### config.mk
export PLATFORM = sky130hd
export DESIGN_NAME = tuner_sched
export DESIGN_NICKNAME = d
export VERILOG_FILES = /design/src/rtl/tuner_pkg.sv /design/src/rtl/note_debounce.sv /design/src/rtl/tuner_sched.sv
export SDC_FILE = /design/constraint.sdc
export NUM_CORES = 1
export LEC_CHECK = 0
export BUFFER_PORTS_ARGS = -buffer_cell sky130_fd_sc_hd__buf_4
export CORE_MARGIN = 5
export CORE_UTILIZATION = 50
export CTS_CLUSTER_SIZE = 24
export DETAILED_ROUTE_END_ITERATION = 7
export PLACE_DENSITY = 0.76
export SYNTH_ARGS = -nofsm -noshare
export SYNTH_HDL_FRONTEND = slang
export SYNTH_SLANG_ARGS = --single-unit
### constraint.sdc
create_clock -name clk_i -period 2.45 [get_ports clk_i]
set_input_delay 0 -clock clk_i [delete_from_list [all_inputs] [get_ports clk_i]]
set_output_delay 0 -clock clk_i [all_outputs]
set_load 0.01 [all_outputs]
### src/rtl/tuner_pkg.sv
// tuner_pkg: shared constants and types for the tuner frame scheduler.
//   NUM_BINS / MAG_W : frame geometry; fixed to match the max_val unit.
//   sched_state_e    : scheduler FSM states.
//   Candidate code   : 4 bits; MSB=1 means a silent frame, otherwise the
//                      low 3 bits hold the winning bin index.
package tuner_pkg;

   localparam int NUM_BINS = 7;
   localparam int MAG_W    = 16;
   localparam int IDX_W    = 3;
   localparam int CAND_W   = 4;

   typedef enum logic [1:0] {
      COLLECT = 2'd0,
      ISSUE   = 2'd1,
      WAIT    = 2'd2,
      UPDATE  = 2'd3
   } sched_state_e;

   localparam logic [CAND_W-1:0] CAND_SILENT = 4'b1000;

   // Encode one frame outcome as a candidate code.
   function automatic logic [CAND_W-1:0] frame_result(input logic [IDX_W-1:0] idx,
                                                      input logic             silent);
      return silent ? CAND_SILENT : {1'b0, idx};
   endfunction

endpackage

### src/rtl/note_debounce.sv
// note_debounce: multi-frame debounce of per-frame results.
//   clk_i         : clock, rising edge.
//   reset_i       : synchronous, active-low reset.
//   upd_i         : one-cycle strobe, result_i holds a new frame result.
//   result_i      : candidate code (MSB=1 silent, else bin index).
//   note_o        : committed note index (held through silence).
//   note_valid_o  : 1 = a note is held, 0 = silence.
//   note_update_o : one-cycle pulse the cycle the outputs change.
module note_debounce
   import tuner_pkg::*;
#(
   parameter int STABLE_FRAMES = 3
) (
   input  logic              clk_i,
   input  logic              reset_i,
   input  logic              upd_i,
   input  logic [CAND_W-1:0] result_i,
   output logic [IDX_W-1:0]  note_o,
   output logic              note_valid_o,
   output logic              note_update_o
);

   localparam logic [3:0] STABLE_N = 4'(STABLE_FRAMES);

   logic [CAND_W-1:0] cand_q, cand_d;
   logic [3:0]        cnt_q, cnt_d;
   logic [CAND_W-1:0] out_enc;
   logic              commit;

   function automatic logic [3:0] sat_inc(input logic [3:0] v);
      return (v == 4'hF) ? v : v + 4'd1;
   endfunction

   always_comb begin
      cand_d  = cand_q;
      cnt_d   = cnt_q;
      commit  = 1'b0;
      // Current output in candidate form, so "differs from output" is one compare.
      out_enc = note_valid_o ? {1'b0, note_o} : CAND_SILENT;
      if (upd_i) begin
         if (result_i == cand_q) begin
            cnt_d = sat_inc(cnt_q);
         end else begin
            cand_d = result_i;
            cnt_d  = 4'd1;
         end
         commit = (cnt_d >= STABLE_N) && (result_i != out_enc);
      end
   end

   always_ff @(posedge clk_i) begin
      if (!reset_i) begin
         cand_q        <= CAND_SILENT;
         cnt_q         <= 4'd0;
         note_o        <= '0;
         note_valid_o  <= 1'b0;
         note_update_o <= 1'b0;
      end else begin
         cand_q        <= cand_d;
         cnt_q         <= cnt_d;
         note_update_o <= commit;
         if (commit) begin
            if (result_i[CAND_W-1]) begin
               // Silence keeps the last note index visible.
               note_valid_o <= 1'b0;
            end else begin
               note_o       <= result_i[IDX_W-1:0];
               note_valid_o <= 1'b1;
            end
         end
      end
   end

endmodule

### src/rtl/tuner_sched.sv
// tuner_sched: frame-level controller around the 7-bin max_val unit.
//   Collects NUM_BINS magnitudes, presents them to max_val, captures the
//   winning index, then applies a silence threshold and debounce.
//   clk_i          : clock, rising edge.
//   reset_i        : synchronous, active-low reset.
//   mag_i/mag_valid_i/mag_ready_o : upstream bin magnitudes, bin 0 first.
//   mv_data_o/mv_valid_o/mv_ready_i : frame issued to max_val.
//   mv_index_i/mv_valid_i/mv_yumi_o : result returned by max_val.
//   note_o/note_valid_o/note_update_o : debounced note to the UI.
//   err_o          : sticky result-timeout flag (TUNER_SCHED_TIMEOUT_EN only).
// Optional feature macro: TUNER_SCHED_TIMEOUT_EN (WAIT timeout + err_o).
module tuner_sched
   import tuner_pkg::*;
#(
`ifdef TUNER_SCHED_TIMEOUT_EN
   parameter int               TIMEOUT       = 15,
`endif
   parameter int               STABLE_FRAMES = 3,
   parameter logic [MAG_W-1:0] MIN_MAG       = 16'h0100
) (
   input  logic                             clk_i,
   input  logic                             reset_i,
   input  logic [MAG_W-1:0]                 mag_i,
   input  logic                             mag_valid_i,
   output logic                             mag_ready_o,
   output logic [NUM_BINS-1:0][MAG_W-1:0]   mv_data_o,
   output logic                             mv_valid_o,
   input  logic                             mv_ready_i,
   input  logic [IDX_W-1:0]                 mv_index_i,
   input  logic                             mv_valid_i,
   output logic                             mv_yumi_o,
   output logic [IDX_W-1:0]                 note_o,
   output logic                             note_valid_o,
   output logic                             note_update_o
`ifdef TUNER_SCHED_TIMEOUT_EN
   ,
   output logic                             err_o
`endif
);

   sched_state_e                  state_q, state_d;
   logic [IDX_W-1:0]              cnt_q;
   logic [NUM_BINS-1:0][MAG_W-1:0] buf_q;
   logic [IDX_W-1:0]              win_idx_q;
   logic [MAG_W-1:0]              win_mag_q;
   logic [MAG_W-1:0]              win_sel;
   logic                          mag_fire;
   logic                          last_word;
   logic                          frame_silent;
   logic [CAND_W-1:0]             frame_res;
   logic                          frame_upd;

`ifdef TUNER_SCHED_TIMEOUT_EN
   localparam int TO_W = $clog2(TIMEOUT + 1);
   logic [TO_W-1:0] wait_cnt_q;
   logic            timeout_hit;
   logic            err_q;
`endif

   assign mag_fire  = mag_valid_i && mag_ready_o;
   assign last_word = (cnt_q == IDX_W'(NUM_BINS - 1));

   // Handshake outputs are gated by reset_i so they stay low in the reset cycle.
   always_comb begin
      state_d     = state_q;
      mag_ready_o = 1'b0;
      mv_valid_o  = 1'b0;
      mv_yumi_o   = 1'b0;
`ifdef TUNER_SCHED_TIMEOUT_EN
      timeout_hit = 1'b0;
`endif
      case (state_q)
         COLLECT: begin
            mag_ready_o = reset_i;
            if (reset_i && mag_valid_i && last_word) state_d = ISSUE;
         end
         ISSUE: begin
            mv_valid_o = reset_i;
            if (mv_ready_i) state_d = WAIT;
         end
         WAIT: begin
            mv_yumi_o = reset_i;
            if (mv_valid_i) begin
               state_d = UPDATE;
            end
`ifdef TUNER_SCHED_TIMEOUT_EN
            else if (wait_cnt_q == TO_W'(TIMEOUT - 1)) begin
               timeout_hit = 1'b1;
               state_d     = COLLECT;
            end
`endif
         end
         UPDATE:  state_d = COLLECT;
         default: state_d = COLLECT;
      endcase
   end

   always_ff @(posedge clk_i) begin
      if (!reset_i) state_q <= COLLECT;
      else          state_q <= state_d;
   end

   // max_val's index is 3 bits wide; an out-of-range code reads as zero.
   always_comb begin
      win_sel = '0;
      if (mv_index_i < IDX_W'(NUM_BINS)) win_sel = buf_q[mv_index_i];
   end

   // Frame buffer only loads in COLLECT, so it holds from ISSUE through UPDATE.
   always_ff @(posedge clk_i) begin
      if (!reset_i) begin
         cnt_q     <= '0;
         buf_q     <= '0;
         win_idx_q <= '0;
         win_mag_q <= '0;
      end else begin
         if (mag_fire) begin
            buf_q[cnt_q] <= mag_i;
            cnt_q        <= last_word ? '0 : cnt_q + 1'b1;
         end
         if ((state_q == WAIT) && mv_valid_i) begin
            win_idx_q <= mv_index_i;
            win_mag_q <= win_sel;
         end
      end
   end

`ifdef TUNER_SCHED_TIMEOUT_EN
   always_ff @(posedge clk_i) begin
      if (!reset_i) begin
         wait_cnt_q <= '0;
         err_q      <= 1'b0;
      end else begin
         wait_cnt_q <= (state_q == WAIT) ? wait_cnt_q + 1'b1 : '0;
         if (timeout_hit) err_q <= 1'b1;
      end
   end

   assign err_o = err_q;
`endif

   assign mv_data_o    = buf_q;
   assign frame_silent = (win_mag_q < MIN_MAG);
   assign frame_res    = frame_result(win_idx_q, frame_silent);
   assign frame_upd    = (state_q == UPDATE);

   note_debounce #(
      .STABLE_FRAMES (STABLE_FRAMES)
   ) u_debounce (
      .clk_i         (clk_i),
      .reset_i       (reset_i),
      .upd_i         (frame_upd),
      .result_i      (frame_res),
      .note_o        (note_o),
      .note_valid_o  (note_valid_o),
      .note_update_o (note_update_o)
   );

endmodule

; ---- Yosys cells after proc, flatten, opt, wreduce, memory -nomap -nowiden
; Cells that the tools add are included.
[totals]
output_inout_bits = 120
regBits = 149
wordCells = 67
input_bits = 24
[op_classes]
order_cmp = 6
reduce_logical = 10
n_bitwise = 2
addsub = 2
n_eq_ne = 10
muxes = 21
[op_table]
columns = cell, count
row1 = $bwmux 112, 1
row2 = $bmux 16 s3, 1
row3 = $demux 16 s3, 1
row4 = $mux 16, 3
row5 = $mux 4, 5
row6 = $lt 16x9->1 const B, 1
row7 = $lt 3x4->1 const B, 2
row8 = $pmux 2 s4, 1
row9 = $logic_and 1x1->1, 6
row10 = $mux 2, 3
row11 = $ne 2x2->1 const B, 3
row12 = $mux 1, 5
row13 = $add 4x1->4 const B, 1
row14 = $eq 2x2->1 const B, 2
row15 = $eq 4x4->1, 1
row16 = $eq 4x4->1 const B, 1
row17 = $ge 4x2->1 const B, 1
row18 = $ne 4x4->1, 1
row19 = $reduce_and 2->1, 2
row20 = $add 3x1->3 const B, 1
row21 = $eq 3x3->1 const B, 1
row22 = $ge 3x1->1 const B, 1
row23 = $lt 3x3->1 const B, 1
row24 = $mux 3, 1
row25 = 4 further kinds, 5

; ---- Longest topological paths before layout
[logic_depth]
depth_word = 9
ltp_mapped = 9
depth_no_buf = 7

; ---- Cells and area by module
; A second synthesis with hierarchy kept.
[hier_totals]
cells_unflattened = 720
hier_area_um2 = 6159.7
[modules_own_cells]
columns = mod, instances, cells_each, seq_area_each_um2, area_per_inst_um2
row1 = tuner_sched, 1, 645, 2562.5, 5475.3
row2 = note_debounce, 1, 75, 260.2, 684.4

; ---- Least setup slack after synthesis
; No wires, ideal clock.
[synth_path]
kind = reg2reg
startpoint = register state_q[0]
endpoint = register buf_q (netlist bit mv_data_o[10])
path_slack_ns = 0.672
path_stages_with_launch = 9
setup_time_ns = 0.070
n_path_buf = 1
t_arrival_ns = 1.707
period_less_slack_ns = 1.778
path_cell_list = dfxtp_1 > inv_1 > ha_1 > and3b_1 > nand2_1 > nor3_1 > buf_2 > nand2_1 > a21oi_1
[synth_between]
elab_chain_cells = 3
[synth_lines]
columns = element, line
row1 = start: declaration, tuner_sched.sv:41  ; sched_state_e state_q, state_d;
row2 = start signal: assignment, tuner_sched.sv:100  ; else state_q <= state_d;
row3 = $logic_not 2->1, tuner_sched.sv:72  ; case (state_q)
row4 = $mux 1, tuner_sched.sv:72
row5 = $logic_and 1x1->1, tuner_sched.sv:60  ; assign mag_fire = mag_valid_i && mag_ready_o;
row6 = end signal: indexed assignment, tuner_sched.sv:118  ; buf_q[cnt_q] <= mag_i;
row7 = end: declaration, tuner_sched.sv:43  ; logic [NUM_BINS-1:0][MAG_W-1:0] buf_q;
; Every way passes these cells.
; A chain may end at the register's enable or synchronous reset.

; ---- Final worst setup path
[layout_path]
startpoint = register state_q[1]
endpoint = register buf_q (netlist bit mv_data_o[18])
; The elaborated chain is that of the path after synthesis.

==> metrics.md <==
| Metric | Value |
|---|---|
| Outcome | finished, final reports clean |
| WP data required | about 2800 ps |
| CTS max path bufs | 2 |
| Post-route design area | between 7000 and 8000 µm² |
| Drt wl/cell | 17.9 µm |
| Layout cells sized above 1 | 22.5% |
| PD cells | slightly below 700 nW/µm² |
| Static leakage | 2.95 nW |
| Hold Vio Cnt, Final | 0 |
| Initial Util | about 50% |
| Largest net degree at the start of global routing | 109 |
| Vias | roughly 5700 |
| Main area contributors after synthesis | dfxtp_1 49%, nand2_1 17%, a21oi_1 11% |
| Syn Inst Count | 718 |
| Worst Setup Path Type | flop to flop |
| Async S/R FF share, synth | 0% |
| Adder-Cell Fraction of Synth Area | 1.31% |
| Peak supply drop | 0.423 mV |
| Final period util | 96.3% |
| CTS tree | built |
| Worst-path clk slew | about 60 ps |
| Rows | 39 |
| Pre-CTS WS | 178 ps |
| Most common cell in the netlist | nand2_1 |
| Critical Path AT | 2700 ps |
| Mux cell area share after synthesis | 5.24% |
| Unrepaired setup endpoints after global routing | yes |
| Crit-path max FO | 16 |
| Number of global-route vias before repair | 5574 |
| Total Wirelength | 18300 µm |
| Register area share after synthesis | 49.3% |
| Final Hold Slack | between 15 and 20 ps |
| #FFs+latches synth | 141 |
| Syn_area_per_cell | 7.98 µm² |
| Vias/cell | approximately 5.6 |
| Setup violations, final | 0 |
| # resized after CTS | 0 |
| TNS Setup | 0 ps |
| Initial antenna violation count | 0 |
| Worst R2R End | mv_data_o[18] |
| Synth area leader | dfxtp_1 |
| Simple-gate share of the synthesized area | 23.7% |
| GRT Overall Usage | 27.3% |
| Reg2Reg Depth | 7 |
| Synth top area share | 49.3% |
| Hold depth | 4 |
| Reg-to-Reg Start | state_q[1] |
| Synthesis Warnings | 0 |
| Max Slew Vio Count | 0 |
| Num CTS Buffers | 17 |
| Post-Syn Area | about 5700 µm² |
| First-iteration detailed-routing DRC count | 674 |
| Global route total overflow | 0 |
| Clock Skew | 7.16 ps |
| Buffers on Ports | 143 |
| Diodes inserted | 0 |
| Final ANT Viol Nets | 0 |
| DR pass1 iterations | 5 |
| Layout Utilization | 67.4% |
| Max Clock Freq | ~420 MHz |
| Top post-synthesis cells by count | 262 x nand2_1, 141 x dfxtp_1, 125 x a21oi_1, 36 x clkbuf_1, 22 x nand3_1 |
| Final GP Congestion | 0.929 |
| Nets@finish | 895 |
| Core ar. | 11300 µm² |
| R2R Setup Slk | 90 ps |
| Max-slew headroom | a little under a quarter |
| Die width | 117 µm |
| Area delta synth->final | 33.3% |
| Crit. End Element | flop |
| H-Tree Depth | 4 |
| Largest family of logic cells by synthesized area | simple AND/OR/NAND/NOR gates |
| Final min period | roughly 2400 ps |
| First-pass GRT wire length | 28700 µm |
| CTS root buf | clkbuf_16 |
| Worst hold start | mag_valid_i |
| Dpl cell area | 6870 µm² |
| CP startpoint kind | flop |
| Post-DP HPWL | 12600 µm |
| Number of enable flip-flop cells after synthesis | 0 |
| Max_cap viols | 0 |
| Setup slack after layout | roughly 90 ps |
| DRC viols | 0 |
| Slew @ Worst Pin | 1150 ps |
| Clock sink count | between 100 and 150 |
| XOR/XNOR Fraction of Synth Area | less than 1% |
| Clk_lat worst skew | 430 ps |
| Height of the die | 117 µm |
| Post-CTS setup buffer count | 0 |
| Post-synth net total | approximately 750 |
| Synth Flop Type | dfxtp_1 |
| Die area | 13700 µm² |
| Post-synth cell types | 40 |
| Hold crit path type | input port to flop |
| I/O Pins | 144 |
| Hold Crit Endpoint | cnt_q[2] |
| Synth Area in Compound Gates | 16.0% |
-- cell families after synthesis --
group	after synthesis
AOI/OAI and AO/OA	166
xor gates and xnor gates	6
adders and majority gates	6
buffers and inverters	49
DFF	141
muxes	20
and+or+nand+nor	330
-- placed cells by master (no fill, tap or decap), types with 3 or more instances in the layout --
master	instances
a21oi_1	125
and2_1	3
buf_4	151
clkbuf_16	17
clkbuf_8	3
clkinv_2	3
clkinv_4	3
clkinvlp_4	3
dfxtp_1	141
dlygate4sd3_1	20
ha_1	6
inv_1	5
mux2i_1	12
mux4_2	8
nand2_1	262
nand2b_1	5
nand3_1	22
nand4_1	3
nor2_1	14
nor2b_1	5
nor3_1	4
nor3_2	3
o211ai_1	8
o21ai_0	20
or4_1	3
xnor2_1	4
-- metrics by stage --
stage | std cells | power, mW
3_3_place_gp | 969 | 2.85
6_report | 1020 | 5.29
4_1_cts | 1020 | 5.30
5_1_grt | 1020 | 5.46
2_1_floorplan | 718 | 2.67
3_5_place_dp | 969 | 2.87
-- layer usage --
metal  up-vias  wire, µm  global-route usage (%)
li1       2701         -                       -
met5         -         0                       0
met1      2678      7170                    34.1
met4         0       691                    13.5
met2       262      8850                    44.1
met3        57      1590                    7.10
-- worst max-delay path, stage by stage, from the launching register on --
cell	delay, ps
dfxtp_1	340
inv_1	120
ha_1	270
and3b_1	210
nand2_1	100
nor2_1	900
nand2_1	160
a21oi_1	180
-- timing repair --
action                                  CTS  global route
hold endpoints to repair                120             0
hold buffers                             20             0
endpoints found under the setup margin    0            25
-- layout make-up --
type	instances	area, µm²
inverter	6	23.8
fill	916	3690
clock buffer	22	474
timing repair buffer	171	1330
tap	143	179
sequential	141	2820
clock inverter	9	88.8
multi-input combinational	528	2710
-- state kept, by name, summed over array words and instances (netlist names) --
name,cells
u_debounce.cnt_q,4
cnt_q,3
win_idx_q,3
u_debounce.cand_q,4
u_debounce.note_valid_o,1
u_debounce.note_o,3
mv_data_o,112
u_debounce.note_update_o,1
state_q,2
win_mag_q,8
-- power by group --
part	leakage, nW	internal, mW	total (mW)	switching [mW]
Sequential	1.14	2.34	2.39	0.0496
Clock	0.268	1.47	2.43	0.962
Combinational	1.54	0.181	0.466	0.285
-- worst max path at each step --
| stage | from | endpoint |
|---|---|---|
| final | state_q[1] | mv_data_o[18] |
| after floorplan | state_q[0] | mv_data_o[10] |
| after detailed placement | state_q[0] | mv_data_o[24] |
| after CTS | state_q[0] | mv_data_o[18] |
| after global routing | state_q[0] | mv_data_o[24] |
| after global placement | state_q[0] | mv_data_o[17] |
Power figures use the tool's default switching activity.
